### config.mk
export PLATFORM = sky130hd
export DESIGN_NAME = systolic_row_drain
export DESIGN_NICKNAME = d
export VERILOG_FILES = /design/src/rtl/systolic_row_drain.sv
export SDC_FILE = /design/constraint.sdc
export NUM_CORES = 1
export LEC_CHECK = 0
export CAP_MARGIN = 20
export CORE_ASPECT_RATIO = 1.5
export CORE_MARGIN = 3
export CORE_UTILIZATION = 50
export CTS_CLUSTER_SIZE = 10
export DETAILED_ROUTE_END_ITERATION = 16
export DONT_BUFFER_PORTS = 1
export HOLD_SLACK_MARGIN = 0.02
export PLACE_DENSITY_LB_ADDON = 0.15
export SETUP_SLACK_MARGIN = 0.15
export SYNTH_ARGS = -nofsm -noshare
export SYNTH_HDL_FRONTEND = slang
export SYNTH_SLANG_ARGS = --single-unit
### constraint.sdc
create_clock -name clk -period 19.97 [get_ports clk]
set_input_delay 5.991 -clock clk [delete_from_list [all_inputs] [get_ports clk]]
set_output_delay 5.991 -clock clk [all_outputs]
set_load 0.005 [all_outputs]
### src/rtl/systolic_row_drain.sv
// systolic_row_drain
//   Sits at the output end of a systolic row. Captures one row of PE
//   accumulator results in a single-cycle handshake. It then streams the
//   results out one word per cycle. Each word is sign-extended to OUT_WIDTH
//   and tagged with its column and its row-within-tile.
//
// Ports
//   clk, rst     : clock, asynchronous active-high reset
//   in_valid     : result bus valid
//   in_ready     : drain can capture in_b_bus this cycle
//   in_b_bus     : packed PE results, word j at [OUTPUT_DATA_WIDTH*j +: OUTPUT_DATA_WIDTH]
//   in_last      : captured row is the last row of the current tile
//   out_valid    : out_data valid
//   out_ready    : downstream accepts out_data
//   out_data     : sign-extended result word
//   out_col      : PE index of out_data
//   out_row      : row index within the tile
//   out_last     : final word of the final row of the tile
//   busy         : a row is held or being streamed
//
// Handshake rule, both sides: a transfer happens on a rising edge where
// valid && ready. Once out_valid is high, it stays high and all out_*
// fields stay stable until the transfer happens.
module systolic_row_drain #(
  parameter int PE_NUM            = 16,
  parameter int OUTPUT_DATA_WIDTH = 24,
  parameter int OUT_WIDTH         = 32,
  parameter int ROW_CNT_WIDTH     = 8
) (
  input  logic                                clk,
  input  logic                                rst,
  input  logic                                in_valid,
  output logic                                in_ready,
  input  logic [OUTPUT_DATA_WIDTH*PE_NUM-1:0] in_b_bus,
  input  logic                                in_last,
  output logic                                out_valid,
  input  logic                                out_ready,
  output logic [OUT_WIDTH-1:0]                out_data,
  output logic [$clog2(PE_NUM)-1:0]           out_col,
  output logic [ROW_CNT_WIDTH-1:0]            out_row,
  output logic                                out_last,
  output logic                                busy
);

  localparam int COL_W = $clog2(PE_NUM);
  localparam logic [COL_W-1:0] LAST_COL = COL_W'(PE_NUM - 1);

  typedef enum logic {IDLE = 1'b0, STREAM = 1'b1} state_t;

  state_t                         state;
  logic [COL_W-1:0]               col;
  logic [ROW_CNT_WIDTH-1:0]       row;
  logic                           last_q;
  logic [OUTPUT_DATA_WIDTH-1:0]   shadow [PE_NUM];

  logic at_last_col;
  logic word_xfer;
  logic capture;

  assign at_last_col = (col == LAST_COL);
  assign out_valid   = (state == STREAM);
  assign busy        = (state == STREAM);
  assign word_xfer   = out_valid && out_ready;
  // A new row may be captured in the same cycle the final word of the
  // held row leaves. This gives back-to-back rows with no bubble.
  assign in_ready    = (state == IDLE) || (at_last_col && out_ready);
  assign capture     = in_valid && in_ready;

  assign out_data = OUT_WIDTH'($signed(shadow[col]));
  assign out_col  = col;
  assign out_row  = row;
  assign out_last = (state == STREAM) && at_last_col && last_q;

  always_ff @(posedge clk or posedge rst) begin
    if (rst) begin
      state  <= IDLE;
      col    <= '0;
      row    <= '0;
      last_q <= 1'b0;
      for (int j = 0; j < PE_NUM; j++) shadow[j] <= '0;
    end else begin
      if (word_xfer) begin
        if (!at_last_col) begin
          col <= col + 1'b1;
        end else begin
          // Row complete. The tile-end restart takes priority over increment.
          row   <= last_q ? '0 : row + 1'b1;
          state <= IDLE;
        end
      end
      // A capture overrides the IDLE return above when both happen together.
      if (capture) begin
        for (int j = 0; j < PE_NUM; j++)
          shadow[j] <= in_b_bus[OUTPUT_DATA_WIDTH*j +: OUTPUT_DATA_WIDTH];
        last_q <= in_last;
        col    <= '0;
        state  <= STREAM;
      end
    end
  end

endmodule

After elaboration in Yosys (flattened, before gate mapping)
Cells that the tools add are included.
{ "word_totals": {"register_bits": 398, "inputBits": 389, "out_inout_bits": 48} }
{ "op_classes": {"addsub": 2, "order_cmp": 1, "eq_ne": 2, "mux": 10, "bitwise": 2, "reduce_logical": 11} }
{ "op_table": {"columns": ["op", "n"], "rows": [
  ["$bmux W24 S4", 1],
  ["$mux W24", 2],
  ["$mux W4", 3],
  ["$add A8 B1 Y8 const B", 1],
  ["$mux W8", 1],
  ["$reduce_and A2 Y1", 3],
  ["$ge A5 B5 Y1 const B", 1],
  ["$logic_and A1 B1 Y1", 5],
  ["$not A4 Y5", 1],
  ["$add A4 B1 Y4 const B", 1],
  ["$eq A4 B4 Y1 const B", 1],
  ["$reduce_bool A2 Y1", 2],
  ["$mux W1", 3],
  ["$ne A2 B1 Y1 const B", 1],
  ["$logic_or A1 B1 Y1", 1],
  ["$not A1 Y1", 1]
]} }

Longest topological paths before layout
Gate-level depths: netlist of the first run.
{ "logic_depth": {"ltp_word": 6, "depth_mapped": 8, "depth_no_buf": 5} }

Least setup slack after synthesis of the first run
Ideal clock, no wire load.
{ "synth_path": {"path_type": "input to output", "start": "input out_ready", "end": "output in_ready", "t_arrival_ns": 6.215, "required_ns": 13.979, "slack_ns": 7.764, "path_stages": 2, "path_cell_list": "nand4_4 > nand2_2"} }
{ "synth_via": {"elab_chain_cells": 2} }
{ "synth_lines": {"columns": ["item", "line", "rtl"], "rows": [
  ["start: declaration", "37", "input logic out_ready,"],
  ["$logic_and A1 B1 Y1", "66", "assign in_ready = (state == IDLE) || (at_last_col && out_ready);"],
  ["$logic_or A1 B1 Y1", "66", null],
  ["end: declaration", "33", "output logic in_ready,"]
]} }
Every way passes these cells.

Worst setup path after layout of the first run
Ends and elaborated chain as after synthesis.

==> run summary, run 1 <==
The run finished with clean final reports. Setup repair after global routing left no endpoint under its margin. Of the available clock period, the critical path in the final layout requires 61.44%. The library cell with the highest instance count after synthesis is sky130_fd_sc_hd__dfrtp_1.

When the netlist entered floorplanning its net count stood at 1603. The worst setup path is launched from an input pin. The number of H-tree levels is 2.

The deepest clock path buffer count came out at 3. The total number of nets in the final design is 1572. The final count of hold timing violations is 0. The number of buffers inserted by hold repair at cts came out at 0. After synthesis, the netlist uses 40 different library cells. The sum of negative setup slack came out at 0 ns. The cell chosen for the clock root is sky130_fd_sc_hd__clkbuf_16. The number of global-route vias before repair came out at 11010. Routability-driven placement finished with a final weighted congestion of 0.8312. The number of detailed-routing iterations run before antenna repair came out at 5. The most area-hungry cell type in the Yosys netlist is sky130_fd_sc_hd__dfrtp_1. The peak supply drop is 0.09933 mV. From synthesis to final layout, the design area changed by 5.225%. The worst setup path is captured at a primary output. The setup path with the least slack is of type input pin to primary output. The required arrival time at the worst endpoint came out at 13.98 ns. The slew at the pin with the worst max-slew slack came out at 1.117 ns. The overall die area came out at 0.04203 mm^2.

The sequential-to-total area share from yosys stat is 50.35%. The I/O pin count is 437. The initial core utilization came out at 51.04%. The dominant delay contributor by cell family on the critical path is simple AND/OR/NAND/NOR gates.

The logic depth of the worst register-to-register path came out at 8. The worst hold path terminates at shadow[163]. The total detailed-routing wirelength is 47810 um.

The count of buffer and inverter cells on the critical path is 0. In this run the register-to-register setup slack is 14.15 ns. The proportion of netlist area held by the largest area contributor came out at 50.35%. The total count of max-transition violations in the final report is 0. The count of maximum capacitance violations is 0. After clock tree synthesis, the setup repair step added 0 buffers.

Setup violations remaining at the end of the flow were counted as 0. TritonCTS built the clock tree. The number of rows created at floorplan is 88.

Dividing the detail-routed via count by the number of cells gives 5.941. The startpoint identified for the worst hold timing path is shadow[163]. The global-route wire length before repair came out at 72110 um. Traced cell by cell, the critical path runs through nand4_4 -> nand2_2. The post-synthesis sequential element count is 398. The initial antenna violation count came out at 13.

The largest stage delay on the critical path is 0.15 ns. The post-cts gate resize count came out at 0. In this run, the number of DRC markers left after iteration 0 of detailed routing was 670.

The clock sink count came out at 398. The leakage power of the design came out at 0.009163 uW. The clock latency at the later pin of the worst-skew pair came out at 0.54 ns. Ranked by instance count, the synthesized netlist is headed by sky130_fd_sc_hd__dfrtp_1 (398), sky130_fd_sc_hd__mux2_4 (300), sky130_fd_sc_hd__mux2i_1 (99). The final critical path time including I/O delays and setup came out at 12.27 ns. The post-synthesis instance area is 0.01978 mm^2. The clock input transition at the sequential cells of the worst setup and hold paths came out at 0.05 ns. Static timing analysis puts the maximum clock frequency at 81.50 MHz. On the final layout, the worst hold slack is 0.4878 ns.

The area inside the core boundary is 0.03876 mm^2. The min-delay analysis places its worst path in the category flop to flop. In this run, CTS created clock tree buffers numbering 46. The final global-route overflow total came out at 0. The share of flip-flops with an asynchronous set or reset is 100.0%. The endpoint of the worst register-to-register path is shadow[198]. At the worst endpoint, the arrival time is 6.28 ns.

Yosys attributes the largest share of cell area to sky130_fd_sc_hd__dfrtp_1 (50%), sky130_fd_sc_hd__mux2_4 (23%), sky130_fd_sc_hd__mux4_2 (5.5%), sky130_fd_sc_hd__mux2i_1 (5.0%), sky130_fd_sc_hd__mux2_2 (4.6%). The proportion of layout cells with a drive suffix above 1 is 42.51%. The worst clock skew is 0.008389 ns. The largest individual stage delay along the critical path comes from the cell sky130_fd_sc_hd__nand2_2.

The pin count of the biggest net entering global routing is 153. The worst register-to-register path begins at out_col[0]. Across all layers, the routed design uses 10070 vias. Input and output buffers added on the ports amount to 0. Dividing total power by cell area gives a power density of 174.4 mW/mm^2. The vertical extent of the die is 249.6 um.

After legalization and detailed placement, the total HPWL measured 32630 um. The count of nets left with antenna violations once routing finished came out at 0. During synthesis, Yosys emitted a total of 0 warnings. The highest net fanout along the worst path is 8. In this run, synthesis inferred 0 flip-flops with an integrated enable. The worst slew slack as a fraction of its limit came out at 25.50%.

The number of cells produced by synthesis is 1212. The global-route usage over all layers is 22.37%. In the synthesized netlist the dominant register cell turns out to be sky130_fd_sc_hd__dfrtp_1.

The detailed-route DRC error count is 0. The per-instance average area after synthesis is 16.32 um^2. The die is 168.4 um wide. Counting instances, the worst hold path has a depth of 1. Dividing the detail-routed wire length by the instance count gives 28.21 um.
## layout by cell type, fill, tap and decap left out, drive strengths merged
cell type | synthesis | routed
and2 | 3 | 3
a22o | 1 | 1
nor2b | 1 | 1
mux4 | 48 | 48
buf | 82 | 17
a21oi | 5 | 5
diode | 0 | 12
nor3b | 1 | 1
or2 | 1 | 1
dfrtp | 398 | 398
ha | 2 | 2
a21o | 2 | 2
clkinv | 1 | 1
mux2 | 386 | 386
clkbuf | 14 | 54
a22oi | 24 | 24
nor2 | 2 | 2
nand4 | 1 | 1
nor4 | 4 | 4
nor3 | 4 | 4
o22ai | 1 | 1
o21ai | 33 | 33
inv | 5 | 6
nand2 | 38 | 38
a32o | 1 | 1
mux2i | 99 | 99
nand3 | 3 | 3
nand3b | 1 | 1
o21a | 1 | 1
nand2b | 2 | 2
a221oi | 48 | 48
## registers in the layout, indices dropped and copies added (netlist names)
signal and cells:
out_col 4, shadow 384, busy 1, out_row 8, last_q 1
## kinds of logic after synthesis
family | count (synthesis) | share of synthesized area (%)
buffers and inverters | 102 | 5.655
AOI/OAI and AO/OA | 116 | 4.238
and+or+nand+nor | 61 | 1.493
adders and majority gates | 2 | 0.1265
muxes | 533 | 38.14
DFF | 398 | 50.35
## final cells by class
| type | instances | area, um^2 |
|---|---|---|
| inverter | 6 | 30.03 |
| timing repair buffer | 17 | 192.7 |
| fill | 3145 | 17940 |
| clock inverter | 1 | 8.758 |
| sequential | 398 | 9967 |
| multi-input combinational | 712 | 8712 |
| clock buffer | 54 | 1255 |
| antenna | 12 | 30.03 |
| tap | 495 | 619.3 |
## stage by stage
step	instance area [um^2]	power (uW)	std cells	utilization, %	worst slack, ns
3_5_place_dp	19470	2891	1626	50.23	7.700
4_1_cts	20730	3657	1681	53.49	7.699
6_report	20820	3629	1695	53.71	7.700
3_3_place_gp	19470	2854	1626	50.23	7.702
5_1_grt	20820	3838	1695	53.71	7.647
2_1_floorplan	19780	2613	1212	-	2.911
## worst max path at each step
stage               from       end  slack, ns  cells past startpoint
6_report       out_ready  in_ready       7.70                      2
5_1_grt        out_ready  in_ready       7.65                      2
4_1_cts        out_ready  in_ready       7.70                      2
3_5_place_dp   out_ready  in_ready       7.70                      2
3_3_place_gp   out_ready  in_ready       7.70                      2
2_1_floorplan        rst      busy       2.91                      1
## metal layers
metal	GRT usage, %	up-vias	part of all wire [%]
met4	8.959	2	3.6
met1	31.02	5217	43
met3	6.877	85	7.8
li1	-	4424	-
met2	33.02	342	46
met5	0	-	0.027
## power by group
part,switching (uW),internal [uW]
clock,307,435
sequential,246,1200
combinational,603,840
total,1160,2470
Power figures use the tool's default switching activity.
==> run 2: changes to the inputs <==
==> constraint.sdc (replaced) <==
create_clock -name clk -period 9.9 [get_ports clk]
set_input_delay 2.97 -clock clk [delete_from_list [all_inputs] [get_ports clk]]
set_output_delay 2.97 -clock clk [all_outputs]
set_load 0.005 [all_outputs]
==> run summary, run 2 (synthesis results as in run 1) <==
The number of rows created at floorplan came out at 88 (unchanged). The required arrival time at the worst endpoint came out at 6.93 ns (was 13.98 ns). The area inside the core boundary came out at 0.03876 mm^2 (unchanged). The initial antenna violation count came out at 22 (was 13). The upper clock frequency limit is 151.5 MHz. The mean number of vias per cell came to 6.008 (was 5.941). The cell chosen for the clock root is sky130_fd_sc_hd__clkbuf_16 (unchanged).

The placed wire-length estimate after detailed placement was 33030 um (was 32630 um). The final critical path time including I/O delays and setup came out at 6.601 ns. The endpoint class of the critical path is a primary output (unchanged). The sort of element at the start of the critical path is a flop (was input pin). The peak supply drop came out at 0.2085 mV (was 0.09933 mV). The count of port buffers added during placement is 0 (unchanged). The violation count after the first detailed-routing iteration came to 824 (was 670).

The post-cts gate resize count came out at 0 (unchanged). The worst path arrival time is 3.63 ns (was 6.28 ns). The clock latency at the later pin of the worst-skew pair came out at 0.54 ns (about the same). The pin count of the biggest net entering global routing is 175 (was 153). The number of inserted filler cells in the final layout came out at 3161 (was 3145).

The detailed-route DRC error count came out at 0 (unchanged). The overall die area is 0.04203 mm^2 (unchanged). The vertical extent of the die is 249.6 um (unchanged). The number of placed instances, taps included is 1626 (unchanged). The final count of hold timing violations is 0 (unchanged). The number of H-tree levels came out at 2 (unchanged).

The register bank with the most flops was shadow (unchanged). The TritonCTS clock tree is yes (unchanged). The worst slack on hold paths came out at 0.4851 ns (was 0.4878 ns). The power per unit of standard cell area was 350.8 mW/mm^2 (was 174.4 mW/mm^2). The post-placement cell area came out at 0.01948 mm^2 (was 0.01947 mm^2).

The number of detailed-routing iterations run before antenna repair came out at 5 (unchanged). The vias after detailed routing is 10160 (was 10070). The highest net fanout along the worst path came out at 48 (was 8). The number of global-route vias before repair is 10850 (was 11010). The startpoint-to-endpoint class of the critical path was flop to primary output (was input pin to primary output). The I/O pin count is 437 (unchanged). The logic depth of the worst register-to-register path came out at 7 (was 8). The final global-route overflow total came out at 0 (unchanged).

The global-route wire length before repair came to 72250 um (was 72110 um). The weighted congestion reported at the end of routability-driven placement was 0.8378 (was 0.8312). The portion of the clock cycle consumed by the worst path in the final layout is 66.68%. The total number of nets in the final design is 1569 (was 1572). The number of setup violations in the final report is 0 (unchanged).

The filler-free cell count of the finished design came to 1691 (was 1695). The launch point of the worst hold path is shadow[162] (was shadow[163]). The most common cell after layout, fill and taps aside is sky130_fd_sc_hd__dfrtp_1 (unchanged).

The number of clock buffers inserted by TritonCTS was 45 (was 46). The endpoint of the worst register-to-register path is shadow[129] (was shadow[198]). The setup fix buffers added after clock tree synthesis is 0 (unchanged). Setup repair after global routing missed its margin: no (unchanged). The slew at the pin with the worst max-slew slack came out at 1.097 ns (was 1.117 ns). The internal reg-to-reg setup slack is 5.04 ns (was 14.15 ns). Most used cells in the layout excluding fill and tap cells: sky130_fd_sc_hd__dfrtp_1 (396), sky130_fd_sc_hd__mux2_4 (300), sky130_fd_sc_hd__mux2i_1 (99), sky130_fd_sc_hd__mux2_2 (80) (was sky130_fd_sc_hd__dfrtp_1 (396), sky130_fd_sc_hd__mux2_4 (300), sky130_fd_sc_hd__mux2i_1 (99), sky130_fd_sc_hd__mux2_2 (80), sky130_fd_sc_hd__clkbuf_16 (49)). The clock input transition at the sequential cells of the worst setup and hold paths is 0.06 ns (was 0.05 ns).

The initial core utilization came out at 51.04% (unchanged). The class of the worst hold path is flop to flop (unchanged). The synthesis-to-finish area growth came to 4.769% (was 5.225%). The number of antenna-violating nets in the routed design came to 0 (unchanged). The clock sink count came out at 398 (unchanged). The sum of negative setup slack came out at 0 ns (unchanged). The worst slew slack as a fraction of its limit came to 26.87% (was 25.50%).

The deepest clock path buffer count is 3 (unchanged). The endpoint of the worst hold-timing path is shadow[162] (was shadow[163]). The proportion of layout cells with a drive suffix above 1 came out at 42.42% (was 42.51%).

The combined flip-flop and latch cell area came out at 0.009965 mm^2 (was 0.009967 mm^2). The total count of max-transition violations in the final report is 0 (unchanged). The count of maximum capacitance violations is 0 (unchanged). The total area of multi-input combinational cells came to 0.008712 mm^2 (unchanged). The number of buffers inserted by hold repair at cts came out at 0 (unchanged). The worst clock skew came out at 0.01000 ns (was 0.008389 ns).

The depth of the worst hold-timing path is 1 (unchanged). Run status: complete, no violations (unchanged). The routed wire length per instance came to 28.63 um (was 28.21 um). The total detailed-routing wirelength was 48420 um (was 47810 um). The leakage power of the design came to 0.009113 uW (was 0.009163 uW). The flip-flop count of the largest register, all copies and words added is 384 (unchanged). The final standard cell area without fillers is 0.02072 mm^2 (was 0.02082 mm^2). The width of the die came out at 168.4 um (unchanged). The global-route usage over all layers came out at 22.45% (was 22.37%). The startpoint of the most critical register-to-register path is out_col[0] (unchanged).
## run 2: cell count changes in the layout (fill, tap and decap cells not counted)
cell and delta:
sky130_fd_sc_hd__dfrtp_4 -1, sky130_fd_sc_hd__clkinvlp_4 +1, sky130_fd_sc_hd__buf_16 -2, sky130_fd_sc_hd__buf_4 -2, sky130_fd_sc_hd__clkbuf_16 -2, sky130_fd_sc_hd__dfrtp_2 +1, sky130_fd_sc_hd__diode_2 +3, sky130_fd_sc_hd__inv_8 -1
sky130_fd_sc_hd__buf_12 +2, sky130_fd_sc_hd__clkbuf_1 -3
## run 2: through the flow
stage | total power (uW) | setup WS (ns) | utilization (%)
floorplan | 5271 | 1.572 | -
global placement | 5769 | 3.686 | 50.27
detailed placement | 5826 | 3.678 | 50.27
CTS | 7327 | 3.277 | 53.38
global route | 7675 | 3.115 | 53.47
finish | 7271 | 3.299 | 53.47
## run 2: where the power goes
| group | leakage [uW] | total [uW] | switching [uW] | internal [uW] |
|---|---|---|---|---|
| combinational | 0.00366 | 2900 | 1220 | 1680 |
| sequential | 0.00486 | 2910 | 493 | 2420 |
| clock | 0.000592 | 1460 | 618 | 839 |
| total | 0.00911 | 7270 | 2330 | 4940 |
## run 2: worst max-delay path, stage by stage (launching register included)
cell and delay, ns:
sky130_fd_sc_hd__dfrtp_4 1.01, sky130_fd_sc_hd__buf_4 0.67, sky130_fd_sc_hd__mux2i_1 0.17, sky130_fd_sc_hd__a221oi_1 0.78, sky130_fd_sc_hd__o21ai_0 0.22, sky130_fd_sc_hd__nand2_1 0.17
## run 2: worst max-delay path by stage
| stage | from | slack (ns) | endpoint |
|---|---|---|---|
| detailed placement | out_ready | 3.68 | in_ready |
| finish | out_col[0] | 3.30 | out_data[15] |
| floorplan | rst | 1.57 | busy |
| global placement | out_ready | 3.69 | in_ready |
| CTS | out_col[0] | 3.28 | out_data[25] |
| global route | out_col[0] | 3.11 | out_data[25] |
## run 2: cell type report
class	count	area share, %
Sequential cell	398	48.08
Multi-Input combinational cell	712	42.04
Clock buffer	49	5.759
Tap cell	495	2.988
Timing Repair Buffer	15	0.7848
Antenna cell	15	0.1811
Inverter	6	0.1268
Clock inverter	1	0.04226
## run 2: layer usage
metal	global-route usage (%)	routed length, um	vias to the layer above
li1	-	-	4430
met1	31.61	20830	5232
met2	32.88	21950	379
met3	6.956	3838	105
met4	8.351	1710	14
met5	0	92	-
==> run 3: changes to the inputs <==
==> constraint.sdc (replaced) <==
create_clock -name clk -period 6.5 [get_ports clk]
set_input_delay 1.95 -clock clk [delete_from_list [all_inputs] [get_ports clk]]
set_output_delay 1.95 -clock clk [all_outputs]
set_load 0.005 [all_outputs]
==> run summary, run 3 (synthesis results as in run 1) <==
The clock network fraction of total power is 19.8% (was 20.0%). The initial core utilization was 51.04% (unchanged). The peak supply drop is 0.2920 mV (was 0.2085 mV). The register bank with the most flops was shadow (unchanged).

The startpoint-to-endpoint class of the critical path is flop to primary output (unchanged). The combined flip-flop and latch cell area came out at 0.009965 mm^2 (unchanged). The initial antenna violation count is 18 (was 22). The source of the critical timing path is out_col[0] (unchanged). The highest net fanout along the worst path is 51 (was 48). The number of buffers inserted by hold repair at cts came out at 0 (unchanged).

The width of the die came to 168.4 um (unchanged). The sort of element at the start of the critical path is a flop (unchanged). Most used cells in the layout excluding fill and tap cells: sky130_fd_sc_hd__dfrtp_1 (396), sky130_fd_sc_hd__mux2_4 (300), sky130_fd_sc_hd__mux2i_1 (99), sky130_fd_sc_hd__mux2_2 (80) (unchanged). The final critical path time including I/O delays and setup is 5.192 ns. The worst slew slack as a fraction of its limit is 31.70% (was 26.87%). The internal reg-to-reg setup slack was 2.37 ns (was 5.04 ns). The worst path arrival time came out at 3.24 ns (was 3.63 ns).

The final global-route overflow total came to 0 (unchanged). The vias after detailed routing came to 10140 (was 10160). The number of clock buffers inserted by TritonCTS came out at 45 (unchanged). The detailed-route DRC error count is 0 (unchanged). The filler-free cell count of the finished design was 1701 (was 1691).

The area inside the core boundary is 0.03876 mm^2 (unchanged). Setup repair after global routing missed its margin: no (unchanged). The leakage power of the design is 0.009197 uW (was 0.009113 uW). The flip-flop count of the largest register, all copies and words added is 384 (unchanged). The sum of negative setup slack came out at 0 ns (unchanged). The global-route usage over all layers came out at 23.14% (was 22.45%). The slew at the pin with the worst max-slew slack came to 1.025 ns (was 1.097 ns). The endpoint of the worst register-to-register path is shadow[189] (was shadow[129]). The endpoint of the most critical setup path was out_data[18] (was out_data[15]).

The startpoint of the most critical register-to-register path is out_col[1] (was out_col[0]). The violation count after the first detailed-routing iteration is 588 (was 824). Of the available clock period, the critical path in the final layout requires 79.88%.

The I/O pin count is 437 (unchanged). The number of rows created at floorplan is 88 (unchanged). The switching portion of total power was 32.46% (was 32.07%).

The power per unit of standard cell area came out at 536.0 mW/mm^2 (was 350.8 mW/mm^2). The vertical extent of the die is 249.6 um (unchanged). The number of detailed-routing iterations run before antenna repair is 7 (was 5). Run status: complete, no violations (unchanged). The number of placed instances, taps included was 1636 (was 1626).

The routed wire length per instance was 28.95 um (was 28.63 um). The clock latency at the later pin of the worst-skew pair is 0.55 ns (was 0.54 ns). The most common cell after layout, fill and taps aside is sky130_fd_sc_hd__dfrtp_1 (unchanged).

The clock sink count came out at 398 (unchanged). The clock input transition at the sequential cells of the worst setup and hold paths is 0.06 ns (about the same). The cell chosen for the clock root was sky130_fd_sc_hd__clkbuf_16 (unchanged). The number of antenna-violating nets in the routed design came to 0 (unchanged). The count of port buffers added during placement is 0 (unchanged). The internal portion of total power was 7564 uW (was 4939 uW). The synthesis-to-finish area growth came out at 5.617% (was 4.769%). The proportion of layout cells with a drive suffix above 1 came out at 42.80% (was 42.42%). The worst clock skew is 0.01972 ns (was 0.01000 ns). The total number of nets in the final design came out at 1580 (was 1569). The setup fix buffers added after clock tree synthesis came out at 0 (unchanged). The part of the total power dissipated in combinational logic is 40.2% (was 39.9%). The TritonCTS clock tree is yes (unchanged). The number of H-tree levels is 2 (unchanged). The total detailed-routing wirelength is 49250 um (was 48420 um). The weighted congestion reported at the end of routability-driven placement came out at 0.8188 (was 0.8378). The global-route wire length before repair came out at 74050 um (was 72250 um). The mean number of vias per cell came to 5.960 (was 6.008). The post-cts gate resize count is 0 (unchanged).

The endpoint class of the critical path is a primary output (unchanged). The sequential share of power is 40.0% (about the same). The final count of hold timing violations came to 0 (unchanged).

The net switching power figure is 3635 uW (was 2332 uW). The pin count of the biggest net entering global routing is 174 (was 175). The upper clock frequency limit came out at 192.6 MHz.

The total count of max-transition violations in the final report came out at 0 (unchanged). The number of setup violations in the final report came out at 0 (unchanged). The required arrival time at the worst endpoint is 4.55 ns (was 6.93 ns).

The deepest clock path buffer count came out at 3 (unchanged). The number of global-route vias before repair came out at 11090 (was 10850). The number of inserted filler cells in the final layout is 3172 (was 3161).

The overall die area was 0.04203 mm^2 (unchanged). The count of maximum capacitance violations came out at 0 (unchanged). The class of the worst hold path was flop to flop (unchanged). The placed wire-length estimate after detailed placement came to 35090 um (was 33030 um). The logic depth of the worst register-to-register path came out at 7 (unchanged).

The total area of multi-input combinational cells came out at 0.008712 mm^2 (unchanged).
-- run 3: final cells by class --
type / instances / area share [%]
clock inverter: 1 / 0.04192
clock buffer: 51 / 5.701
inverter: 6 / 0.1258
tap: 495 / 2.964
antenna: 12 / 0.1437
timing repair buffer: 26 / 1.629
sequential: 398 / 47.69
multi-input combinational: 712 / 41.70
-- run 3: critical path: stages (launching register included) --
cell	delay, ns
sky130_fd_sc_hd__dfrtp_4	1.10
sky130_fd_sc_hd__buf_4	0.43
sky130_fd_sc_hd__mux2i_1	0.14
sky130_fd_sc_hd__a221oi_1	0.67
sky130_fd_sc_hd__o21ai_0	0.16
sky130_fd_sc_hd__nand2_1	0.16
-- run 3: power groups by stage --
stage | combinational, uW | clock [uW] | sequential, uW
global placement | 4420 | 0 | 4460
detailed placement | 4500 | 0 | 4500
CTS | 4520 | 2270 | 4480
global route | 4820 | 2370 | 4640
finish | 4510 | 2210 | 4480
floorplan | 3870 | 0 | 4160
-- run 3: how the worst min path moves through the flow --
stage | startpoint | endpoint | cells past startpoint
2_1_floorplan | shadow[150] | shadow[150] | 1
3_3_place_gp | shadow[162] | shadow[162] | 1
3_5_place_dp | shadow[163] | shadow[163] | 1
4_1_cts | shadow[163] | shadow[163] | 1
5_1_grt | shadow[163] | shadow[163] | 1
6_report | shadow[163] | shadow[163] | 1
-- run 3: per-stage QoR --
stage | area (um^2) | power, uW | hold slack, ns | util [%] | setup WS [ns]
after floorplan | 19790 | 8028 | 0.4524 | - | -0.8078
after global placement | 19600 | 8882 | 0.4669 | 50.56 | 1.575
after detailed placement | 19640 | 8999 | 0.4707 | 50.68 | 1.800
after CTS | 20840 | 11270 | 0.4824 | 53.78 | 1.199
after global routing | 20890 | 11830 | 0.5069 | 53.89 | 1.018
final | 20890 | 11200 | 0.4798 | 53.91 | 1.308
-- run 3: routing by layer --
layer	global-route usage [%]	routed length [um]	up-vias
met5	0	98	-
met1	31.78	21120	5256
li1	-	-	4448
met4	8.164	1507	14
met3	7.653	3906	94
met2	34.65	22610	326
==> variant, RTL diff (flow settings as in run 2) <==
`OUTPUT_DATA_WIDTH`: 24 -> 32.
--- a/src/rtl/systolic_row_drain.sv
+++ b/src/rtl/systolic_row_drain.sv
@@ -23,7 +23,7 @@
 // fields stay stable until the transfer happens.
 module systolic_row_drain #(
   parameter int PE_NUM            = 16,
-  parameter int OUTPUT_DATA_WIDTH = 24,
+  parameter int OUTPUT_DATA_WIDTH = 32,
   parameter int OUT_WIDTH         = 32,
   parameter int ROW_CNT_WIDTH     = 8
 ) (
Ports: changed (resized in_b_bus); port bits go from 437 to 565. The function was not compared with the original's and may differ.
==> variant against run 2 <==
- count of clock-buffer cells in the layout increased by 15
- clock skew increased by 0.016 ns
- register-to-register slack got worse by 0.06 ns
- fmax increased by 4.8%
- wire length increased by 44%
- final area increased by 33%
- sequential cell count increased by 128
- power increased by 29%
- area after synthesis increased by 33%
- sequential share of layout area decreased by 0.44 points
- combinational power increased by 28%
- critical path depth unchanged
- synthesized cell count increased by 30%
- setup slack improved by 0.30 ns
==> variant: results (changes against run 2) <==
Clock Skew 0.0260 ns (+0.0160 ns); outcome finished, final reports clean; filler cell count 4194 (+33%); crit path capture out_data[28]; Critical R2R Launch out_col[1]; fin area 27700 sq um (+33%); met3 WL 5760 microns (+50%); Multi-input comb cells 932 (+31%); hold_ws 0.503 ns (+0.0178 ns); Tmin final 6.30 ns (-0.301 ns); fraction of area in multi-input gates 0.425 (+0.00499); bufs w/o clock 21 (+6); CLK BUF 64 (+31%); Placer Congestion 0.870 (+3.8%); pin count of the biggest net entering global routing 153 (-13%); Total Routing Usage GR 0.244 (+0.0192); number of diodes 31 (+16); Max IR drop VDD 180 uV (-14%); Lkg Pwr 12.2 nW (+34%); Worst EP arrival 3.33 ns (-0.30 ns); share of cells above drive strength 1 0.434 (+0.00933); Register-to-Register Path Depth 8 (+1); post-placement cell count 2158 (+33%); worst-path fanout max 40 (-17%); synth unique cells 37 (-7.5%); row count 102 (+16%); initial antenna violation count 30 (+36%); number of non-clock inverters 4 (-2); Post-synth top cells 526 x dfrtp_1, 470 x mux2_4, 130 x mux2i_1; Non-clock buffering overhead 0.00932 (+0.00147); DR WL/cell 30.8 microns (+7.7%); via count 13500 (+33%); Register Area 13200 sq um (+32%); post-route insts no fill 2257 (+33%); Num CTS Buffers 58 (+29%); DR iter-0 viols 672 (-18%); mean post-synth cell area 16.7 sq um (+2.5%); HPWL after detailed placement 48500 microns (+47%); met2 wire len 33700 microns (+54%); Slowest cell on crit path nor2b_4; synth top area cells dfrtp_1 50%, mux2_4 27%, mux4_2 5.5%, mux2i_1 4.9%, buf_12 4.0%; Hold Startpoint shadow[138]; Hold Path Sink shadow[138]; number of flip-flops in the largest register 512 (+33%); clk tree area frac 0.0549 (-0.00313); Worst-Margin Slew 1.14 ns (+0.0425 ns)
-- variant: cell count changes in the layout (fill, tap and decap cells not counted), moves of 8 or more --
| cell | run 2 | this run |
|---|---|---|
| a221oi_1 | 48 | 64 |
| mux4_2 | 48 | 64 |
| diode_2 | 15 | 31 |
| clkbuf_16 | 47 | 58 |
| mux2_4 | 300 | 470 |
| mux2_2 | 80 | 43 |
| a22oi_1 | 24 | 32 |
| o21ai_0 | 33 | 44 |
| mux2i_1 | 99 | 130 |
| dfrtp_1 | 396 | 522 |
-- variant: power breakdown --
part	leakage (nW)	internal [W]	total (W)	switching, W
logic	5.02	0.00216	0.00372	0.00156
clock network	0.744	0.00104	0.00187	0.000824
registers	6.42	0.00319	0.00383	0.000631
total	12.2	0.00639	0.00941	0.00301
-- variant: kinds of logic after synthesis --
kind of cell    after synthesis  synth area share
compound gates              152            0.0416
fa+ha+maj                     2          0.000948
simple gates                 71            0.0132
buf+inv                     119            0.0555
flops                       526             0.499
mux                         707             0.390
